==> config.mk <==
export PLATFORM = sky130hd
export DESIGN_NAME = fighter_input_arbiter
export DESIGN_NICKNAME = d
export VERILOG_FILES = /design/src/rtl/fighter_input_arbiter.sv
export SDC_FILE = /design/constraint.sdc
export NUM_CORES = 1
export LEC_CHECK = 0
export ABC_AREA = 1
export CAP_MARGIN = 20
export CORE_AREA = 2 2 55 67
export CTS_CLUSTER_DIAMETER = 50
export DETAILED_ROUTE_END_ITERATION = 10
export DIE_AREA = 0 0 57 69
export PLACE_DENSITY = 0.72
export SLEW_MARGIN = 20
export SYNTH_ARGS = -nofsm -noshare
export SYNTH_HDL_FRONTEND = slang
export SYNTH_SLANG_ARGS = --single-unit
==> constraint.sdc <==
create_clock -name clock -period 1.15 [get_ports clock]
set_input_delay 0.23 -clock clock [delete_from_list [all_inputs] [get_ports clock]]
set_output_delay 0.23 -clock clock [all_outputs]
set_load 0.02 [all_outputs]
==> src/rtl/fighter_input_arbiter.sv <==
// fighter_input_arbiter
// Turns debounced button presses from two players into single action
// commands. Each player has edge detection, a priority encoder, a one-deep
// pending buffer and an attack cooldown timer. A round-robin arbiter shares
// one command port into the game logic.
//
// Command port handshake: cmd_valid/cmd_player/cmd_code are registered and
// held stable while cmd_valid && !cmd_ready; a command transfers on every
// rising clock edge where cmd_valid && cmd_ready. The command register
// accepts a new command whenever !cmd_valid || cmd_ready.
module fighter_input_arbiter #(
    parameter int COOLDOWN_CYCLES = 50
) (
    input  logic       clock,
    input  logic       reset,
    input  logic [3:0] p1_buttons,
    input  logic [3:0] p2_buttons,
    input  logic       cmd_ready,
    output logic       cmd_valid,
    output logic       cmd_player,
    output logic [1:0] cmd_code,
    output logic       p1_drop,
    output logic       p2_drop,
    output logic       p1_cooldown,
    output logic       p2_cooldown
);

    // A zero-cycle cooldown still needs a one-bit counter to stay legal.
    localparam int CW = (COOLDOWN_CYCLES > 0) ? $clog2(COOLDOWN_CYCLES + 1) : 1;
    localparam logic [CW-1:0] CD_LOAD = CW'(COOLDOWN_CYCLES);
    localparam logic [1:0] CODE_ATTACK = 2'd3;

    // Index 0 is player 1, index 1 is player 2.
    logic [1:0][3:0]    btn;
    logic [1:0][3:0]    prev_q, prev_d;
    logic [1:0]         pend_v_q, pend_v_d;
    logic [1:0][1:0]    pend_c_q, pend_c_d;
    logic [1:0][CW-1:0] cool_q, cool_d;
    logic [1:0]         drop_q, drop_d;
    logic               cmd_valid_q, cmd_valid_d;
    logic               cmd_player_q, cmd_player_d;
    logic [1:0]         cmd_code_q, cmd_code_d;
    logic               last_q, last_d;

    logic               loadable;
    logic [1:0]         gnt;
    logic [1:0][3:0]    press;
    logic [1:0]         has_press;
    logic [1:0][1:0]    enc_code;
    logic               handshake;

    assign btn = {p2_buttons, p1_buttons};

    // Next-state logic: arbitration, pending buffers, edge detect, cooldowns.
    always_comb begin
        prev_d       = btn;
        pend_v_d     = pend_v_q;
        pend_c_d     = pend_c_q;
        cool_d       = cool_q;
        drop_d       = '0;
        cmd_valid_d  = cmd_valid_q;
        cmd_player_d = cmd_player_q;
        cmd_code_d   = cmd_code_q;
        last_d       = last_q;
        press        = '0;
        has_press    = '0;
        enc_code     = '0;
        gnt          = '0;

        loadable  = !cmd_valid_q || cmd_ready;
        handshake = cmd_valid_q && cmd_ready;

        // Round robin: on a tie the player that was not granted last wins.
        if (loadable) begin
            if (pend_v_q == 2'b11) begin
                gnt = last_q ? 2'b01 : 2'b10;
            end else begin
                gnt = pend_v_q;
            end
        end

        if (gnt != 2'b00) begin
            cmd_valid_d  = 1'b1;
            cmd_player_d = gnt[1];
            cmd_code_d   = gnt[1] ? pend_c_q[1] : pend_c_q[0];
            last_d       = gnt[1];
        end else if (loadable) begin
            cmd_valid_d = 1'b0;
        end

        for (int p = 0; p < 2; p++) begin
            press[p] = btn[p] & ~prev_q[p];
            // Attacks during cooldown are ignored outright, not counted as drops.
            if (cool_q[p] != '0) begin
                press[p][3] = 1'b0;
            end
            has_press[p] = |press[p];
            if (press[p][3]) begin
                enc_code[p] = 2'd3;
            end else if (press[p][2]) begin
                enc_code[p] = 2'd2;
            end else if (press[p][1]) begin
                enc_code[p] = 2'd1;
            end else begin
                enc_code[p] = 2'd0;
            end

            if (gnt[p]) begin
                pend_v_d[p] = 1'b0;
            end
            // A slot being granted this cycle frees room for the new press.
            if (has_press[p]) begin
                if (!pend_v_q[p] || gnt[p]) begin
                    pend_v_d[p] = 1'b1;
                    pend_c_d[p] = enc_code[p];
                end else begin
                    drop_d[p] = 1'b1;
                end
            end

            if (handshake && (cmd_code_q == CODE_ATTACK) && (cmd_player_q == 1'(p))) begin
                cool_d[p] = CD_LOAD;
            end else if (cool_q[p] != '0) begin
                cool_d[p] = cool_q[p] - CW'(1);
            end
        end
    end

    // State registers, cleared asynchronously.
    always_ff @(posedge clock or posedge reset) begin
        if (reset) begin
            prev_q       <= '0;
            pend_v_q     <= '0;
            pend_c_q     <= '0;
            cool_q       <= '0;
            drop_q       <= '0;
            cmd_valid_q  <= 1'b0;
            cmd_player_q <= 1'b0;
            cmd_code_q   <= 2'd0;
            last_q       <= 1'b1;
        end else begin
            prev_q       <= prev_d;
            pend_v_q     <= pend_v_d;
            pend_c_q     <= pend_c_d;
            cool_q       <= cool_d;
            drop_q       <= drop_d;
            cmd_valid_q  <= cmd_valid_d;
            cmd_player_q <= cmd_player_d;
            cmd_code_q   <= cmd_code_d;
            last_q       <= last_d;
        end
    end

    assign cmd_valid   = cmd_valid_q;
    assign cmd_player  = cmd_player_q;
    assign cmd_code    = cmd_code_q;
    assign p1_drop     = drop_q[0];
    assign p2_drop     = drop_q[1];
    assign p1_cooldown = (cool_q[0] != '0);
    assign p2_cooldown = (cool_q[1] != '0);

endmodule

==> metrics.md <==
| Metric | Value |
|---|---|
| CP Cell Sequence | `inv_2, ha_4, nand2_4, inv_2, nand2_2, nor2_4, inv_4, buf_6` |
| Most used cell, CP | `inv_2` |
| P_sw | `2.33 mW` |
| Min-Delay Path Class | `input pin to async pin` |
| Combinational power share | `54.4%` |
| Row Count | `23` |
| DIE WIDTH | `57 um` |
| TritonCTS Sinks | `33` |
| Max rail drop VDD | `1.69 mV` |
| Final net count | `258` |
| Ranking of synthesized cells by area | `dfrtp_1, nand2_1, inv_1, nand3_1, nor2_1` |
| Max_cap viols | `0` |
| Die Area | `3930 um^2` |
| Pins Over Slew Limit | `0` |
| Num CTS Buffers | `5` |
| GRT Total Usage | `20.6%` |
| Root Driver | `clkbuf_8` |
| Layout cells sized above 1 | `49.6%` |
| Met1 WL | `1530 um` |
| Nature of the critical path startpoint | `register` |
| CTS tree | `built` |
| Met3 Wirelength | `133 um` |
| Layout Skew | `0.00644 ns` |
| Final worst-path cycle share | `137%` |
| Family with the most delay on the worst path | `flip-flops` |
| Core box area | `3280 um^2` |
| Cell variety after synth | `23` |
| Clk Latency, worst-skew pair | `0.28 ns` |
| Final hold vios | `0` |
| Synth Cell Area | `1530 um^2` |
| Crit path buf inv count | `4` |
| RSZ-0062 raised after global routing | `yes` |
| Fraction of registers with async set/reset | `100%` |
| Fmax | `633 MHz` |
| DRT Pass-1 Iters | `4` |
| Clk network pwr share | `13.8%` |
| Num ports | `19` |
| Routability cong. | `0.826` |
| Critical path arrival | `1.35 ns` |
| Initial Util | `46.7%` |
| Status | `finished, violations left` |
| Share of the synthesized area in the top cell type | `52.2%` |
| Crit Path Max Fanout | `2` |
| P&R area growth vs syn | `57.6%` |
| H-Tree Depth | `2` |
| Mapped Cells | `173` |
| Met2 wire len | `2100 um` |
| Register area share after synthesis | `54.0%` |
| Vias/cell | `4.94` |
| Post-synth top area cell | `dfrtp_1` |
| Fin area | `2420 um^2` |
| WL/cell | `13.5 um` |
| Seq cells post-synth | `33` |
| Reg clk slew, reported paths | `0.06 ns` |
| Syn. warnings | `0` |
| First-pass GRT wire length | `6290 um` |
| Post-DP Area | `2040 um^2` |
| Pint | `3.57 mW` |
| Top-count cell post-synth | `nand2_1` |
| Initial antenna violation count | `0` |
| Pin count of the biggest net entering global routing | `34` |
| Worst EP required | `0.92 ns` |
| Routed vias | `1397` |
| Reg-to-reg setup timing slack | `-0.38 ns` |
| Crit path largest cell delay | `0.39 ns` |
| # setup viols final | `22` |
| P_leak | `1.22 nW` |
| CP Class | `register to output pin` |
| Fin crit period | `1.58 ns` |
| GRT overflow | `0` |
| Detail Placement HPWL | `2310 um` |
| Highest routed layer | `met4` |
| Final ANT Viol Nets | `0` |
| DIE HEIGHT | `69 um` |
| Pre-CTS WS | `-0.541 ns` |
| EDFF count, synth | `0` |
| Syn Area/Cell | `8.86 um^2` |
| Clock buffer depth | `2` |
| P per Cell Area | `2440 nW/um^2` |
| Setup TNS | `-5.06 ns` |
| Post-synth top cells | `nand2_1, dfrtp_1, inv_1, nand3_1, nor2_1` |
| Hold_buf cts | `0` |
| PortBufs | `18` |
| CP Capture Type | `output pin` |
| Post-Route WL | `3810 um` |
| Worst-Margin Slew | `0.282 ns` |
| DRC Markers | `0` |
| Overall Power | `5.90 mW` |
| Drt initial violations | `46` |
| Sequential Power Share | `31.9%` |
| Vias in the first global route | `1417` |
| Diodes inserted | `0` |
| Switching Share | `39.5%` |
| Top_reg_cell synth | `dfrtp_1` |
| Post-route setup slack | `-0.430 ns` |
| Failing checks | `setup timing` |
| CP max-delay cell | `dfrtp_1` |
| Slew HR | `81.2%` |
| Synthesized net count | `186` |
-- registers in the layout, indices dropped and copies added, names as in the netlist --
| signal | count |
|---|---|
| pend_c_q | 4 |
| last_q | 1 |
| cool_q | 12 |
| cmd_code | 2 |
| cmd_player | 1 |
| cmd_valid | 1 |
| drop_q | 2 |
| prev_q | 8 |
| pend_v_q | 2 |
-- kinds of logic after synthesis --
kind of cell	synth area share, %
AOI/OAI and AO/OA	10.1
adders and majority gates	1.63
and+or+nand+nor	26.0
buffers and inverters	8.33
DFF	54.0
-- worst paths after layout --
kind	endpoint	start	depth (start not counted)
min	cool_q[6]	reset	3
max reg2reg	cool_q[8]	cool_q[7]	12
min reg2reg	pend_c_q[3]	pend_c_q[3]	2
max in group asynchronous	last_q	reset	3
max	p2_cooldown	cool_q[7]	8
min in group clock	prev_q[4]	p2_buttons[0]	1
-- tightest hold or removal path, stage by stage --
cell and delay (ns):
clkdlybuf4s50_1 0.39, inv_1 0.09, buf_12 0.21
-- power groups by stage --
| stage | Clock [mW] | Combinational, mW | Sequential [mW] |
|---|---|---|---|
| finish | 0.811 | 3.21 | 1.88 |
| global route | 0.897 | 3.48 | 1.92 |
| CTS | 0.834 | 2.99 | 1.87 |
| floorplan | 0 | 1.23 | 1.99 |
| detailed placement | 0 | 2.42 | 1.88 |
| global placement | 0 | 2.31 | 1.85 |
-- cell type report --
cell class / instances / area, um^2
clock buffers: 7 / 76.3
clock inverters: 1 / 5.00
fillers: 231 / 865
inverters: 34 / 130
multi-input cells: 106 / 769
flip-flops and latches: 33 / 827
well taps: 37 / 46.3
repair buffers: 65 / 562
-- repair_timing --
action	CTS	global route
gates resized for setup	70	16
setup buffers	15	10
setup endpoints to repair	28	26
pin swaps	17	14
-- per-stage QoR --
stage | cells | hold slack (ns) | utilization, %
floorplan | 173 | 0.261 | -
global placement | 258 | 0.456 | 62.1
detailed placement | 258 | 0.465 | 62.1
CTS | 278 | 0.290 | 71.6
global route | 283 | 0.334 | 73.6
finish | 283 | 0.292 | 73.6
-- cells in the final DEF, fill, tap and decap left out, types with 5 or more instances in the layout --
cell type / instances
nor2_1: 10
inv_2: 13
nand2_2: 11
nand3_4: 5
o21ai_0: 5
buf_4: 36
nand2_1: 27
nor2_4: 5
nand3_2: 5
dfrtp_1: 32
buf_2: 5
inv_1: 20
clkdlybuf4s50_1: 10
clkbuf_8: 5
buf_6: 12
nand3_1: 5
-- metal layers --
layer | vias to the layer above | track usage (%)
met5 | - | 0
met4 | 0 | 7.24
met3 | 6 | 6.00
met2 | 26 | 34.5
met1 | 673 | 25.1
li1 | 692 | -
No activity file was read; power rests on OpenSTA's default activity.
